**src/rtl/herald_cmd_engine.sv**
```systemverilog
// Byte-serial command engine: a host loads a command byte and operands,
// the engine issues them downstream, waits for a result and lets the host drain it.
module herald_cmd_engine #(
  parameter int OPW     = 32,
  parameter int MAX_OPS = 2,
  parameter int RESW    = 64,
  parameter int TIMEOUT = 1023
) (
  input  logic                     clk,
  input  logic                     rst_n,
  input  logic [7:0]               din,
  input  logic                     wr_strobe,
  input  logic                     rd_strobe,
  input  logic                     abort,
  output logic [7:0]               dout,
  output logic                     busy,
  output logic                     cmd_valid,
  input  logic                     cmd_ready,
  output logic [7:0]               cmd_op,
  output logic [MAX_OPS*OPW-1:0]   op_bus,
  input  logic                     rsp_valid,
  output logic                     rsp_ready,
  input  logic [RESW-1:0]          rsp_data
);

  localparam logic [2:0] S_IDLE  = 3'd0;
  localparam logic [2:0] S_LOAD  = 3'd1;
  localparam logic [2:0] S_ISSUE = 3'd2;
  localparam logic [2:0] S_WAIT  = 3'd3;
  localparam logic [2:0] S_DRAIN = 3'd4;

  localparam int OPB = OPW / 8;
  localparam int OBW = MAX_OPS * OPW;
  localparam int RBY = RESW / 8;

  logic [2:0]      state_q,    state_d;
  logic [7:0]      cmd_op_q,   cmd_op_d;
  logic [OBW-1:0]  op_bus_q,   op_bus_d;
  logic [RESW-1:0] res_q,      res_d;
  logic [4:0]      byte_cnt_q, byte_cnt_d;
  logic [15:0]     tmo_cnt_q,  tmo_cnt_d;
  logic [1:0]      err_q,      err_d;
  logic [7:0]      dout_q,     dout_d;
  logic            wr_prev_q,  wr_prev_d;
  logic            rd_prev_q,  rd_prev_d;

  logic            wr_edge_s;
  logic            rd_edge_s;
  logic            illegal_s;

  // Result-size code to byte count.
  function automatic logic [3:0] res_bytes(input logic [1:0] code);
    logic [3:0] nbytes;
    case (code)
      2'd0:    nbytes = 4'd0;
      2'd1:    nbytes = 4'd2;
      2'd2:    nbytes = 4'd4;
      default: nbytes = 4'd8;
    endcase
    return nbytes;
  endfunction

  // Total operand bytes for an operand count.
  function automatic logic [4:0] op_bytes(input logic [1:0] n);
    return 5'(n) * 5'(OPB);
  endfunction

  assign wr_edge_s = wr_strobe & ~wr_prev_q;
  assign rd_edge_s = rd_strobe & ~rd_prev_q;
  assign illegal_s = (din[7:6] > 2'(MAX_OPS)) || (res_bytes(din[5:4]) > 4'(RBY));

  // Next-state and datapath updates for the command sequencer.
  always_comb begin
    state_d    = state_q;
    cmd_op_d   = cmd_op_q;
    op_bus_d   = op_bus_q;
    res_d      = res_q;
    byte_cnt_d = byte_cnt_q;
    tmo_cnt_d  = tmo_cnt_q;
    err_d      = err_q;
    dout_d     = dout_q;
    wr_prev_d  = wr_strobe;
    rd_prev_d  = rd_strobe;

    case (state_q)
      S_IDLE: begin
        // A write edge takes priority; a coincident read edge is dropped.
        if (wr_edge_s) begin
          cmd_op_d   = din;
          op_bus_d   = '0;
          byte_cnt_d = 5'd0;
          if (illegal_s) begin
            err_d = 2'd1;
          end else if (din[7:6] == 2'd0) begin
            state_d = S_ISSUE;
          end else begin
            state_d = S_LOAD;
          end
        end else if (rd_edge_s) begin
          dout_d = {6'b000000, err_q};
          err_d  = 2'd0;
        end else begin
          state_d = S_IDLE;
        end
      end

      S_LOAD: begin
        if (abort) begin
          state_d = S_IDLE;
          err_d   = 2'd3;
        end else if (wr_edge_s) begin
          for (int k = 0; k < OBW / 8; k++) begin
            op_bus_d[k*8 +: 8] = (byte_cnt_q == 5'(k)) ? din : op_bus_d[k*8 +: 8];
          end
          if (byte_cnt_q == op_bytes(cmd_op_q[7:6]) - 5'd1) begin
            state_d    = S_ISSUE;
            byte_cnt_d = 5'd0;
          end else begin
            byte_cnt_d = byte_cnt_q + 5'd1;
          end
        end else begin
          state_d = S_LOAD;
        end
      end

      S_ISSUE: begin
        if (cmd_ready) begin
          state_d   = S_WAIT;
          tmo_cnt_d = 16'd0;
        end else begin
          state_d = S_ISSUE;
        end
      end

      S_WAIT: begin
        if (rsp_valid) begin
          res_d      = rsp_data;
          byte_cnt_d = 5'd0;
          state_d    = (res_bytes(cmd_op_q[5:4]) == 4'd0) ? S_IDLE : S_DRAIN;
        end else if (tmo_cnt_q == 16'(TIMEOUT - 1)) begin
          state_d = S_IDLE;
          err_d   = 2'd2;
        end else begin
          tmo_cnt_d = tmo_cnt_q + 16'd1;
        end
      end

      S_DRAIN: begin
        if (abort) begin
          state_d = S_IDLE;
          err_d   = 2'd3;
        end else if (rd_edge_s) begin
          for (int k = 0; k < RBY; k++) begin
            dout_d = (byte_cnt_q == 5'(k)) ? res_q[k*8 +: 8] : dout_d;
          end
          if (byte_cnt_q == {1'b0, res_bytes(cmd_op_q[5:4])} - 5'd1) begin
            state_d    = S_IDLE;
            byte_cnt_d = 5'd0;
          end else begin
            byte_cnt_d = byte_cnt_q + 5'd1;
          end
        end else begin
          state_d = S_DRAIN;
        end
      end

      default: begin
        state_d = S_IDLE;
      end
    endcase
  end

  // State and datapath registers.
  always_ff @(posedge clk or negedge rst_n) begin
    if (!rst_n) begin
      state_q    <= S_IDLE;
      cmd_op_q   <= 8'h00;
      op_bus_q   <= '0;
      res_q      <= '0;
      byte_cnt_q <= 5'd0;
      tmo_cnt_q  <= 16'd0;
      err_q      <= 2'd0;
      dout_q     <= 8'h00;
      wr_prev_q  <= 1'b0;
      rd_prev_q  <= 1'b0;
    end else begin
      state_q    <= state_d;
      cmd_op_q   <= cmd_op_d;
      op_bus_q   <= op_bus_d;
      res_q      <= res_d;
      byte_cnt_q <= byte_cnt_d;
      tmo_cnt_q  <= tmo_cnt_d;
      err_q      <= err_d;
      dout_q     <= dout_d;
      wr_prev_q  <= wr_prev_d;
      rd_prev_q  <= rd_prev_d;
    end
  end

  // Handshake and status outputs decode the state register directly.
  assign busy      = (state_q == S_LOAD) || (state_q == S_ISSUE) || (state_q == S_WAIT);
  assign cmd_valid = (state_q == S_ISSUE);
  assign rsp_ready = (state_q == S_WAIT);
  assign cmd_op    = cmd_op_q;
  assign op_bus    = op_bus_q;
  assign dout      = dout_q;

endmodule
```
**config.mk**
```make
export PLATFORM = sky130hd
export DESIGN_NAME = herald_cmd_engine
export DESIGN_NICKNAME = d
export VERILOG_FILES = /design/src/rtl/herald_cmd_engine.sv
export SDC_FILE = /design/constraint.sdc
export NUM_CORES = 1
export LEC_CHECK = 0
export BUFFER_PORTS_ARGS = -buffer_cell sky130_fd_sc_hd__buf_2
export CAP_MARGIN = 20
export CELL_PAD_IN_SITES_DETAIL_PLACEMENT = 2
export CELL_PAD_IN_SITES_GLOBAL_PLACEMENT = 2
export CORE_ASPECT_RATIO = 0.75
export CORE_MARGIN = 2
export CORE_UTILIZATION = 35
export CTS_CLUSTER_DIAMETER = 150
export DETAILED_ROUTE_END_ITERATION = 8
export PLACE_DENSITY_LB_ADDON = 0.2
export SYNTH_ARGS = -nofsm -noshare
export SYNTH_HDL_FRONTEND = slang
export SYNTH_SLANG_ARGS = --single-unit
```
**constraint.sdc**
```tcl
create_clock -name clk -period 2.55 [get_ports clk]
set_clock_uncertainty 0.2 [all_clocks]
set_input_delay 0.51 -clock clk [delete_from_list [all_inputs] [get_ports clk]]
set_output_delay 0.51 -clock clk [all_outputs]
set_load 0.03 [all_outputs]
```
# Word-level counts from Yosys, hierarchy flattened
# Index checks and enable logic that the tools add are counted.
# classes
n_addsub	4
n_mul	0
n_div	0
magnitude_cmp	2
n_eq_ne	47
n_shift	0
n_mux	67
bitwise_logic	4
reduce_logical	30
# op_table
op	count
$mux W64	3
$mux W8	20
$pmux W64 S2	1
$mux W16	3
$reduce_and A5 Y1	9
$mux W5	8
$mux W3	12
$ne A2 B2 Y1 const B	18
$pmux W16 S2	1
$pmux W4 S3	2
$eq A5 B3 Y1 const B	4
$mux W4	5
$pmux W5 S4	1
$add A16 B1 Y16 const B	1
$eq A16 B10 Y1 const B	1
$pmux W8 S2	1
$pmux W3 S5	1
$mux W2	7
$ne A3 B3 Y1 const B	4
$reduce_and A6 Y1	2
$eq A5 B2 Y1 const B	2
$eq A5 B5 Y1	2
$sub A4 B1 Y5 const B	2
$ne A9 B9 Y1 const B	1
28 further kinds	43
# totals
register_bits	172
latchBits	0
mem_bits_rw	0
romBits	0
in_bits	79
out_inout_bits	83
wordCells	171
n_memories	0

# Logic depth before layout (Yosys ltp)
# depth
word_depth	12
ltp_mapped	9
ltp_nobuf	7

# Worst setup path after synthesis
# No wires, ideal clock.
# synth_timing
path_type	register to register
startpoint	register state_q[0]
endpoint	register res_q[0]
setup_time_ns	0.125
arrival_time_ns	2.323
required_ns	2.225
path_slack_ns	-0.097
stages_incl_launch_ff	8
path_buffers	3
synth_period_minus_slack_ns	2.647
cell_sequence	dfrtp_1 -> buf_2 -> inv_1 -> nor3b_1 -> nand2_1 -> clkbuf_1 -> clkbuf_1 -> mux2_2
# synth_via
elab_chain_cells	2
# synth_rtl
item	line	rtl
start: declaration	36	logic [2:0] state_q, state_d;
start signal: assignment	187	state_q <= state_d;
$eq A3 B2 Y1	--	
via rsp_ready	22	output logic rsp_ready,
$reduce_and A2 Y1 (no line)	--	
end signal: assignment	190	res_q <= res_d;
end: declaration	39	logic [RESW-1:0] res_q, res_d;
# The timed path passes the listed nets, and every way through them passes these cells.
# A chain may end at the register's enable or synchronous reset.

# Worst setup path in the final report
# layout_timing
startpoint	register state_q[1]
endpoint	output port busy
# layout_via
elab_chain_cells	3
word_cells_on_any_way	5
cone_classes	eq/ne: 3; reduce/logical: 2
# layout_rtl
item	line	rtl
$eq A3 B1 Y1 or $eq A3 B2 Y1 (tied branches)	201	assign busy = (state_q == S_LOAD) || (state_q == S_ISSUE) || (state_q == S_WAIT);
$logic_or A1 B1 Y1	201	
$logic_or A1 B1 Y1 *	201	
end: declaration	16	output logic busy,
# Every way passes the cells marked *; elsewhere a longest branch is shown, timed or not.

==> impl_results.md <==
* Status: completed
* Synth area leader: dfrtp_1
* Initial antenna violation count at 0
* Maximum Capacitance Violations at 0
* Top FF cell, synth: dfrtp_1
* Hold Path Class: input pin to flip-flop
* R2R Path End: dout[3]
* First-pass DRT Iterations at 4
* Design Power at 13.3 mW
* Final min period at 2480 ps
* Distinct cells, synth at 63
* DP Area at 9540 um^2
* Core region area at 23000 um^2
* Arr. time, crit path at 1770 ps
* H-tree depth at 4
* Largest net degree at the start of global routing at 66
* Post-synth top cells: 172 x dfrtp_1, 128 x mux2_2, 47 x nand2_1
* Detailed Place HPWL at 19200 um
* Cts bufs inserted at 17
* Final hold vios at 0
* Synthesis warning total at 0
* Reg clk slew, reported paths at 70 ps
* R2R Setup Slk at 130 ps
* PortBufs at 161
* First-pass GRT wire length at 41500 um
* Sequential area share after synthesis at 52.5%
* Share of the synthesized area in the top cell type at 52.5%
* Detail Route met2 WL at 12700 um
* CP max FO at 17
* Hold endpoint: wr_prev_q
* Die area at 24700 um^2
* Grt total ovfl at 0
* Fin nets at 971
* WL per Instance at 21.9 um
* Synthesis-stage register bit count at 172
* Peak Freq at 0.403 GHz
* Cell area after synthesis at 8200 um^2
* WHS Path Cells at 1
* Syn Inst Count at 709
* Routed via count at 6287
* Critical Path End Type: output pin
* Initial core utilization at 35.7%
* Vias in the first global route at 7111
* Syn nets at 798
* Post-CTS setup buffer count at 0
* Cell area power density at 1300 nW/um^2
* DR vias/cell at 5.26
* Multi-input logic area at 3650 um^2
* Share of post-route cells with drive strength above 1 at 43.4%
* CTS tree: yes
* Worst R2R Start: byte_cnt_q[0]
* Critical Path Source Type: flip-flop
* Setup violators final at 0
* EDFF count, synth at 0
* Seq. cell area at 4300 um^2
* Slew Limit Headroom at 43.7%
* Area growth syn-to-layout at 24.6%
* Fin. max-slew vios at 0
* Worst vdd ir at 0.473 mV
* Avg Cell Area, Syn at 11.6 um^2
* DRT antenna net count at 0
* Fin crit share at 97.2%
* Row Count at 48
* M1 wire length at 12300 um
* Skew-Pair Late Insertion Delay at 440 ps
* GRT Resource Usage Total at 21.9%
* Sink Count at 172
* # diodes at 0
* Max layer used: met4
* Crit path from: state_q[1]
* Worst Max-Slew Pin Slew at 845 ps
* I/O pins at 162
* WP data required at 1840 ps
* Clock Tree Root: clkbuf_16
* Clock Tree Buf Depth at 2
* Pleak at 5.02 nW
* Drt drc at 0
* Synth area leaders: dfrtp_1 52%, mux2_2 18%, nand2_1 2.2%
* Reg2reg path depth at 8
* Most common cell in the netlist: dfrtp_1
* Die width at 181 um
* DR iter-0 viols at 329
* Routability cong. at 0.819
* Setup TNS at 0 ps
* HP Start: wr_strobe
* WS Path Type: flip-flop to output pin
* Die Ht at 137 um
* Share of flip-flops with an asynchronous set or reset at 100%
* Routed wire length at 26200 um
* Number of fill cells at 2375
* Post-route cell area at 10200 um^2
* Met3 WL at 916 um
cells by family (layout without fill, tap and decap cells):
group,count (synthesis),in the layout,share of synthesized area (%)
xor gates and xnor gates,17,17,1.82
DFF,172,172,52.5
and+or+nand+nor,194,194,12.3
adders and majority gates,10,10,1.53
muxes,135,135,18.4
AOI/OAI and AO/OA,114,114,10.1
buffers and inverters,67,253,3.29
sequential cells by signal (all words and copies together), names as in the netlist:
name / count
err_q: 2
wr_prev_q: 1
res_q: 64
dout: 8
rd_prev_q: 1
cmd_op: 8
state_q: 3
op_bus: 64
byte_cnt_q: 5
tmo_cnt_q: 16
worst max-delay path: stages (launching register included):
cell     delay [ps]
dfrtp_1         390
buf_4           200
nor2_1          410
nor2_1          130
buf_2           210
cell type report:
| type | instances | area share, % |
|---|---|---|
| timing repair buffer | 201 | 11.5 |
| tap | 300 | 3.67 |
| multi-input combinational | 470 | 35.7 |
| clock buffer | 18 | 4.30 |
| inverter | 20 | 0.734 |
| sequential | 172 | 42.1 |
| clock inverter | 14 | 2.02 |
where the power goes:
| part | switching (mW) | leakage [nW] | total (mW) | internal (mW) |
|---|---|---|---|---|
| sequential | 0.837 | 2.24 | 4.75 | 3.91 |
| clock | 1.19 | 0.318 | 2.89 | 1.69 |
| combinational | 3.48 | 2.46 | 5.69 | 2.21 |
stage by stage:
stage / setup WS [ps] / utilization [%] / hold WS, ps / instances
after floorplan: 96.7 / - / 14.4 / 709
after global routing: -0.949 / 44.5 / 28.9 / 1195
after CTS: 86.4 / 44.4 / 21.9 / 1195
after detailed placement: 95.7 / 41.5 / 273 / 1161
final: 70.2 / 44.5 / 48.4 / 1195
after global placement: 133 / 41.5 / 262 / 1161
cells in the final DEF (no fill, tap or decap), types with 6 or more instances in the layout:
| cell | instances |
|---|---|
| nand2_1 | 46 |
| inv_1 | 20 |
| a21oi_1 | 16 |
| dfrtp_1 | 172 |
| buf_4 | 33 |
| nand3_1 | 22 |
| mux2i_1 | 7 |
| o31ai_1 | 7 |
| xor2_1 | 8 |
| a31oi_1 | 6 |
| buf_2 | 160 |
| ha_1 | 10 |
| nor2_1 | 35 |
| a22oi_1 | 6 |
| a22o_1 | 6 |
| xnor2_1 | 9 |
| o21ai_0 | 23 |
| nor3_1 | 16 |
| and3_1 | 15 |
| nor2b_1 | 10 |
| mux2_2 | 128 |
| clkbuf_16 | 17 |
| a21oi_2 | 8 |
| nand2b_1 | 9 |
worst max path at each step:
stage,to,depth (start not counted)
global placement,dout[6],6
detailed placement,dout[6],6
CTS,cmd_valid,3
global route,dout[7],8
finish,busy,4
floorplan,busy,5
routing by layer:
| layer | up-vias | global-route usage, % |
|---|---|---|
| li1 | 2896 | - |
| met1 | 3264 | 29.9 |
| met2 | 107 | 36.2 |
| met3 | 20 | 4.18 |
| met4 | 0 | 5.11 |
| met5 | - | 0 |
repair_timing:
item                                    in CTS  in global routing
endpoints found under the hold margin       56                  0
endpoints found under the setup margin       0                 10
hold buffers                                 2                  0
gates resized for setup                      0                  4
Note: power is estimated with default switching activity, not from simulation.
